==> src/rtl/rom_arbiter_pkg.sv <==
// Shared widths and state encoding for the instruction-ROM arbiter.
package rom_arbiter_pkg;

  localparam int ROM_AW = 9;
  localparam int ROM_DW = 32;
  localparam int WAIT_W = 4;

  typedef enum logic {
    ARB_IDLE  = 1'b0,
    ARB_BURST = 1'b1
  } arb_state_e;

endpackage

==> src/rtl/rom_arbiter_if.sv <==
// Fetch, debug-burst and ROM signals bundled between the arbiter and its clients.
interface rom_arbiter_if;
  import rom_arbiter_pkg::*;

  logic              f_req;
  logic [ROM_AW-1:0] f_adrs;
  logic              f_gnt;
  logic              f_rvalid;
  logic [ROM_DW-1:0] f_rdata;

  logic              d_req;
  logic [ROM_AW-1:0] d_adrs;
  logic [ROM_AW-1:0] d_len;
  logic              d_ack;
  logic              d_rvalid;
  logic [ROM_DW-1:0] d_rdata;
  logic              d_done;

  logic [ROM_AW-1:0] rom_adrs;
  logic [ROM_DW-1:0] rom_dout;

  modport slave (
    input  f_req, f_adrs, d_req, d_adrs, d_len, rom_dout,
    output f_gnt, f_rvalid, f_rdata, d_ack, d_rvalid, d_rdata, d_done, rom_adrs
  );

  modport master (
    output f_req, f_adrs, d_req, d_adrs, d_len, rom_dout,
    input  f_gnt, f_rvalid, f_rdata, d_ack, d_rvalid, d_rdata, d_done, rom_adrs
  );

endinterface

==> src/rtl/rom_burst_gen.sv <==
// Debug burst address walker: current word address and words remaining.
// The address wraps naturally at the 9-bit boundary; last_o flags the final word.
module rom_burst_gen
  import rom_arbiter_pkg::*;
(
  input  logic              clk,
  input  logic              rst,
  input  logic              load_i,
  input  logic [ROM_AW-1:0] adrs_i,
  input  logic [ROM_AW-1:0] len_i,
  input  logic              step_i,
  output logic [ROM_AW-1:0] cur_o,
  output logic              last_o
);

  logic [ROM_AW-1:0] cur_q, cur_d;
  logic [ROM_AW-1:0] rem_q, rem_d;

  always_comb begin
    cur_d = cur_q;
    rem_d = rem_q;
    if (load_i) begin
      cur_d = adrs_i;
      rem_d = len_i;
    end else if (step_i) begin
      cur_d = cur_q + 1'b1;
      if (rem_q != '0) rem_d = rem_q - 1'b1;
    end
  end

  always_ff @(posedge clk) begin
    if (rst) begin
      cur_q <= '0;
      rem_q <= '0;
    end else begin
      cur_q <= cur_d;
      rem_q <= rem_d;
    end
  end

  assign cur_o  = cur_q;
  assign last_o = (rem_q == '0);

endmodule

==> src/rtl/rom_arbiter.sv <==
// Shares the instruction ROM between CPU fetch (priority) and debug bursts,
// with a starvation counter that forces a debug slot after MAX_WAIT denials.
//   state     | meaning
//   ARB_IDLE  | fetch owns the ROM; a debug request is accepted here
//   ARB_BURST | per-cycle choice between fetch and the next debug word
module rom_arbiter
  import rom_arbiter_pkg::*;
#(
  parameter int MAX_WAIT = 4
) (
  input logic          clk,
  input logic          rst,
  rom_arbiter_if.slave bus
);

  localparam logic [WAIT_W-1:0] MAX_WAIT_C = WAIT_W'(MAX_WAIT);

  arb_state_e        state_q;
  logic [WAIT_W-1:0] wait_q;
  logic              d_ack_q;
  logic              f_rvalid_q;
  logic [ROM_DW-1:0] f_rdata_q;
  logic              d_rvalid_q;
  logic [ROM_DW-1:0] d_rdata_q;
  logic              d_done_q;

  logic              in_burst;
  logic              fetch_own;
  logic              dbg_issue;
  logic              accept;
  logic              f_gnt;
  logic [ROM_AW-1:0] cur;
  logic              last;

  assign in_burst  = (state_q == ARB_BURST);
  assign fetch_own = bus.f_req && (wait_q < MAX_WAIT_C);
  assign dbg_issue = in_burst && !fetch_own;
  assign accept    = !in_burst && bus.d_req;
  assign f_gnt     = bus.f_req && !dbg_issue;

  rom_burst_gen u_burst_gen (
    .clk    (clk),
    .rst    (rst),
    .load_i (accept),
    .adrs_i (bus.d_adrs),
    .len_i  (bus.d_len),
    .step_i (dbg_issue),
    .cur_o  (cur),
    .last_o (last)
  );

  assign bus.rom_adrs = dbg_issue ? cur : bus.f_adrs;
  assign bus.f_gnt    = f_gnt;

  always_ff @(posedge clk) begin
    if (rst) begin
      state_q    <= ARB_IDLE;
      wait_q     <= '0;
      d_ack_q    <= 1'b0;
      f_rvalid_q <= 1'b0;
      f_rdata_q  <= '0;
      d_rvalid_q <= 1'b0;
      d_rdata_q  <= '0;
      d_done_q   <= 1'b0;
    end else begin
      d_ack_q    <= accept;
      f_rvalid_q <= f_gnt;
      d_rvalid_q <= dbg_issue;
      d_done_q   <= dbg_issue && last;
      if (f_gnt)     f_rdata_q <= bus.rom_dout;
      if (dbg_issue) d_rdata_q <= bus.rom_dout;

      unique case (state_q)
        ARB_IDLE: begin
          wait_q <= '0;
          if (bus.d_req) state_q <= ARB_BURST;
        end
        ARB_BURST: begin
          if (dbg_issue) begin
            wait_q <= '0;
            if (last) state_q <= ARB_IDLE;
          end else if (wait_q != {WAIT_W{1'b1}}) begin
            wait_q <= wait_q + 1'b1;
          end
        end
        default: state_q <= ARB_IDLE;
      endcase
    end
  end

  assign bus.d_ack    = d_ack_q;
  assign bus.f_rvalid = f_rvalid_q;
  assign bus.f_rdata  = f_rdata_q;
  assign bus.d_rvalid = d_rvalid_q;
  assign bus.d_rdata  = d_rdata_q;
  assign bus.d_done   = d_done_q;

endmodule

==> src/flat_wrapper.sv <==
// flat-port wrapper written by rule: the top's interface ports become plain ports
module rom_arbiter_flat import rom_arbiter_pkg::*;
#(
  parameter int MAX_WAIT = 4
)
  (clk, rst, bus_f_req, bus_f_adrs, bus_d_req, bus_d_adrs, bus_d_len, bus_rom_dout, bus_f_gnt, bus_f_rvalid, bus_f_rdata, bus_d_ack, bus_d_rvalid, bus_d_rdata, bus_d_done, bus_rom_adrs);
  rom_arbiter_if bus_i ();
  input logic clk;
  input logic rst;
  input wire logic [$bits(bus_i.f_req)-1:0] bus_f_req;
  input wire logic [$bits(bus_i.f_adrs)-1:0] bus_f_adrs;
  input wire logic [$bits(bus_i.d_req)-1:0] bus_d_req;
  input wire logic [$bits(bus_i.d_adrs)-1:0] bus_d_adrs;
  input wire logic [$bits(bus_i.d_len)-1:0] bus_d_len;
  input wire logic [$bits(bus_i.rom_dout)-1:0] bus_rom_dout;
  output wire logic [$bits(bus_i.f_gnt)-1:0] bus_f_gnt;
  output wire logic [$bits(bus_i.f_rvalid)-1:0] bus_f_rvalid;
  output wire logic [$bits(bus_i.f_rdata)-1:0] bus_f_rdata;
  output wire logic [$bits(bus_i.d_ack)-1:0] bus_d_ack;
  output wire logic [$bits(bus_i.d_rvalid)-1:0] bus_d_rvalid;
  output wire logic [$bits(bus_i.d_rdata)-1:0] bus_d_rdata;
  output wire logic [$bits(bus_i.d_done)-1:0] bus_d_done;
  output wire logic [$bits(bus_i.rom_adrs)-1:0] bus_rom_adrs;
  assign bus_i.f_req = bus_f_req;
  assign bus_i.f_adrs = bus_f_adrs;
  assign bus_i.d_req = bus_d_req;
  assign bus_i.d_adrs = bus_d_adrs;
  assign bus_i.d_len = bus_d_len;
  assign bus_i.rom_dout = bus_rom_dout;
  assign bus_f_gnt = bus_i.f_gnt;
  assign bus_f_rvalid = bus_i.f_rvalid;
  assign bus_f_rdata = bus_i.f_rdata;
  assign bus_d_ack = bus_i.d_ack;
  assign bus_d_rvalid = bus_i.d_rvalid;
  assign bus_d_rdata = bus_i.d_rdata;
  assign bus_d_done = bus_i.d_done;
  assign bus_rom_adrs = bus_i.rom_adrs;
  rom_arbiter #(.MAX_WAIT(MAX_WAIT)) u_core (.clk(clk), .rst(rst), .bus(bus_i));
endmodule
==> config.mk <==
export PLATFORM = sky130hd
export DESIGN_NAME = rom_arbiter_flat
export DESIGN_NICKNAME = d
export VERILOG_FILES = /design/src/rtl/rom_arbiter_pkg.sv /design/src/rtl/rom_arbiter_if.sv /design/src/rtl/rom_burst_gen.sv /design/src/rtl/rom_arbiter.sv /design/src/flat_wrapper.sv
export SDC_FILE = /design/constraint.sdc
export NUM_CORES = 1
export LEC_CHECK = 0
export CORE_MARGIN = 3
export CORE_UTILIZATION = 41
export DETAILED_ROUTE_END_ITERATION = 7
export GPL_TIMING_DRIVEN = 1
export PLACE_DENSITY = 0.75
export RECOVER_POWER = 100
export SYNTH_ARGS = -nofsm -noshare
export SYNTH_HDL_FRONTEND = slang
export SYNTH_HIERARCHICAL = 1
export SYNTH_SLANG_ARGS = --single-unit
==> constraint.sdc <==
create_clock -name clk -period 2 [get_ports clk]
set_input_delay 0.3 -clock clk [delete_from_list [all_inputs] [get_ports clk]]
set_output_delay 0.3 -clock clk [all_outputs]
set_load 0.02 [all_outputs]
==> summary.txt <==
Status: finished clean
Pin count of the biggest net entering global routing: 57
Final wirelength: 9890 um
Clock root cell: clkbuf_8
Clk sinks: 91
Avg WL per Cell: 14.6 um
Static leakage: 2.43 nW
Post-synth top cells: nand2b_1 (96), dfxtp_1 (91), mux2i_1 (66)
Synthesis Warnings: 6
Syn_nets: 468
Vias: 3,270
Die X: 105 um
Share of the synthesized area in the top cell type: 0.450
Synth Instances: 402
Final nets: 609
Pwr per Cell Area: 734 nW/um2
Core area: 9420 um2
CP bufs+invs: 3
Grt total ovfl: 0
ANT cells: 0
Top-Level Pins: 141
First-pass GRT wire length: 16,000 um
Initial antenna violation count: 0
Avg Cell Area, Syn: 10.1 um2
Worst setup path class: in -> out
Layout Utilization: 0.612
Max-Cap Viols: 0
Max clock buf depth: 2
Area Growth Syn to Fin: 42.4%
F_max: 0.518 GHz
Hold crit path type: reg -> reg
H-tree depth: 3
CP max stage cell: clkdlybuf4s50_1
Final hold vios: 0
# hold bufs at CTS: 0
DRC viols: 0
Tot GR Track Use: 0.177
Post-route minimum period: 1930 ps
Yosys top cell by area: dfxtp_1
#FFs+latches synth: 91
Hpwl dp: 7200 um
Worst VDD drop: 0.439 mV
Max Slew Vio Count: 0
DP Area: 5620 um2
Slew margin rel.: 0.397
Fraction of layout cells with a size suffix above 1: 0.0949
Vias in the first global route: 3,251
Dpl ws: -318 ps
Die area: 11,100 um2
RSZ-0062 raised after global routing: no
Ys async rst share: 0
Setup-failing EPs final: 0
CP max FO: 12
CTS tree: done
Dominant cells by area after synthesis: dfxtp_1 (45%), mux2i_1 (16%), nand2b_1 (15%), buf_6 (1.9%), nor2_1 (1.7%)
Slew @ Worst Pin: 905 ps
Routed vias/inst: 4.83
Num CTS Buffers: 9
Main flop type after synthesis: dfxtp_1
Reg clk slew, reported paths: 100 ps
Most frequent cell after synthesis: nand2b_1
Number of flops mapped to enable cells by yosys: 0
Final Skew: 15.7 ps
CP top delay family: buffers and inverters
Fill count: 844
Post-Synthesis Cell Area: 4050 um2
Final WS setup: 68.7 ps
Type of destination of the critical path: output pin
Row Count: 35
Crit path largest cell delay: 510 ps
Starting Density: 0.430
Worst setup SP type: input port
Design area: 5760 um2
Clock latency on the worst-skew pair: 350 ps
Netlist cell types: 45
CP arrival: 1630 ps
DR pass1 iterations: 4
Port Buffers: 140
Antenna-violating nets left: 0
Die height: 105 um
Final Cycle Share: 0.966
Starting DRT DRC Count: 102
Worst Path Required: 1700 ps
Routability Congestion: 0.838
Sequential area share after synthesis: 0.450
Crit-path cells: clkdlybuf4s50_1 > a21bo_1 > buf_12 > mux2_2 > clkbuf_2
-- metrics by stage --
| stage | cells | power [mW] | hold WS (ps) | setup TNS [ps] |
|---|---|---|---|---|
| finish | 677 | 4.23 | 432 | 0 |
| global route | 677 | 4.44 | 451 | 0 |
| CTS | 676 | 4.32 | 440 | 0 |
| detailed placement | 660 | 3.06 | 425 | -3570 |
| global placement | 660 | 3.03 | 407 | -2830 |
| floorplan | 402 | 2.61 | 398 | 0 |
-- final cells by class --
cell class | count | area [um2] | area share
inverters | 7 | 26.3 | 0.00456
clock buffers | 10 | 128 | 0.0221
clock inverters | 6 | 71.3 | 0.0124
well taps | 129 | 161 | 0.0280
flip-flops and latches | 91 | 1820 | 0.316
multi-input cells | 278 | 2060 | 0.358
repair buffers | 156 | 1490 | 0.259
-- cells in the final DEF, fill, tap and decap left out, drive strengths merged, types with 2 or more instances in the layout --
| cell type | instances |
|---|---|
| a21oi | 7 |
| o21ai | 6 |
| and4b | 2 |
| nor3 | 6 |
| nor2b | 2 |
| clkinv | 2 |
| inv | 8 |
| nand4 | 4 |
| buf | 9 |
| clkdlybuf4s50 | 61 |
| dfxtp | 91 |
| mux2i | 66 |
| a221oi | 2 |
| nor2 | 18 |
| dlygate4sd3 | 68 |
| nand2 | 14 |
| ha | 3 |
| mux2 | 9 |
| xnor2 | 6 |
| a211oi | 4 |
| nand2b | 96 |
| clkbuf | 28 |
| and2 | 2 |
| a311oi | 6 |
| or3 | 9 |
| clkinvlp | 2 |
| nand3 | 3 |
-- state kept, by name (all words and copies together), names as in the netlist --
signal	flops
u_core/bus.d_rvalid	1
u_core/in_burst	1
u_core/bus.f_rvalid	1
u_core/u_burst_gen/rem_q	9
u_core/u_burst_gen/cur_o	9
u_core/bus.d_done	1
u_core/bus.d_rdata	32
u_core/bus.d_ack	1
u_core/bus.f_rdata	32
u_core/wait_q	4
-- path summary, 6_finish.rpt --
kind	from	endpoint	slack [ps]	depth (start not counted)
worst max-delay path	bus_f_req	bus_rom_adrs[3]	70	5
worst min-delay path	u_core/wait_q[0]	u_core/wait_q[0]	430	1
worst max register to register	u_core/u_burst_gen/rem_q[0]	u_core/u_burst_gen/rem_q[3]	80	6
worst min register to register	u_core/wait_q[0]	u_core/wait_q[0]	430	1
-- report_power, final --
part | switching (mW) | internal, mW | leakage [nW]
clock network | 0.680 | 0.590 | 0.0935
logic | 0.454 | 0.479 | 1.59
registers | 0.0881 | 1.94 | 0.749
total | 1.22 | 3.01 | 2.43
-- cell families after synthesis --
logic type / Yosys count / share of synthesized area
XOR/XNOR: 7 / 0.0151
other: 1 / 0.000926
AO/OA/AOI/OAI: 30 / 0.0544
AND/OR/NAND/NOR: 162 / 0.233
multiplexers: 75 / 0.192
adder cells (fa/ha/maj): 3 / 0.00927
flip-flops: 91 / 0.450
buffers and inverters: 33 / 0.0451
-- metal layers --
layer | up-vias | GRT usage | share of wire
li1 | 1646 | - | -
met3 | 13 | 0.0612 | 0.067
met2 | 99 | 0.310 | 0.51
met4 | 0 | 0.0534 | 0.016
met5 | - | 0 | 0
met1 | 1512 | 0.202 | 0.41
-- what timing repair did --
action / 4_1_cts / 5_1_grt
pin swaps: 1 / 1
hold endpoints to repair: 0 / 0
resized for setup: 34 / 8
buffers inserted: 0 / 1
setup endpoints to repair: 9 / 9
Note: power is estimated with default switching activity, not from simulation.
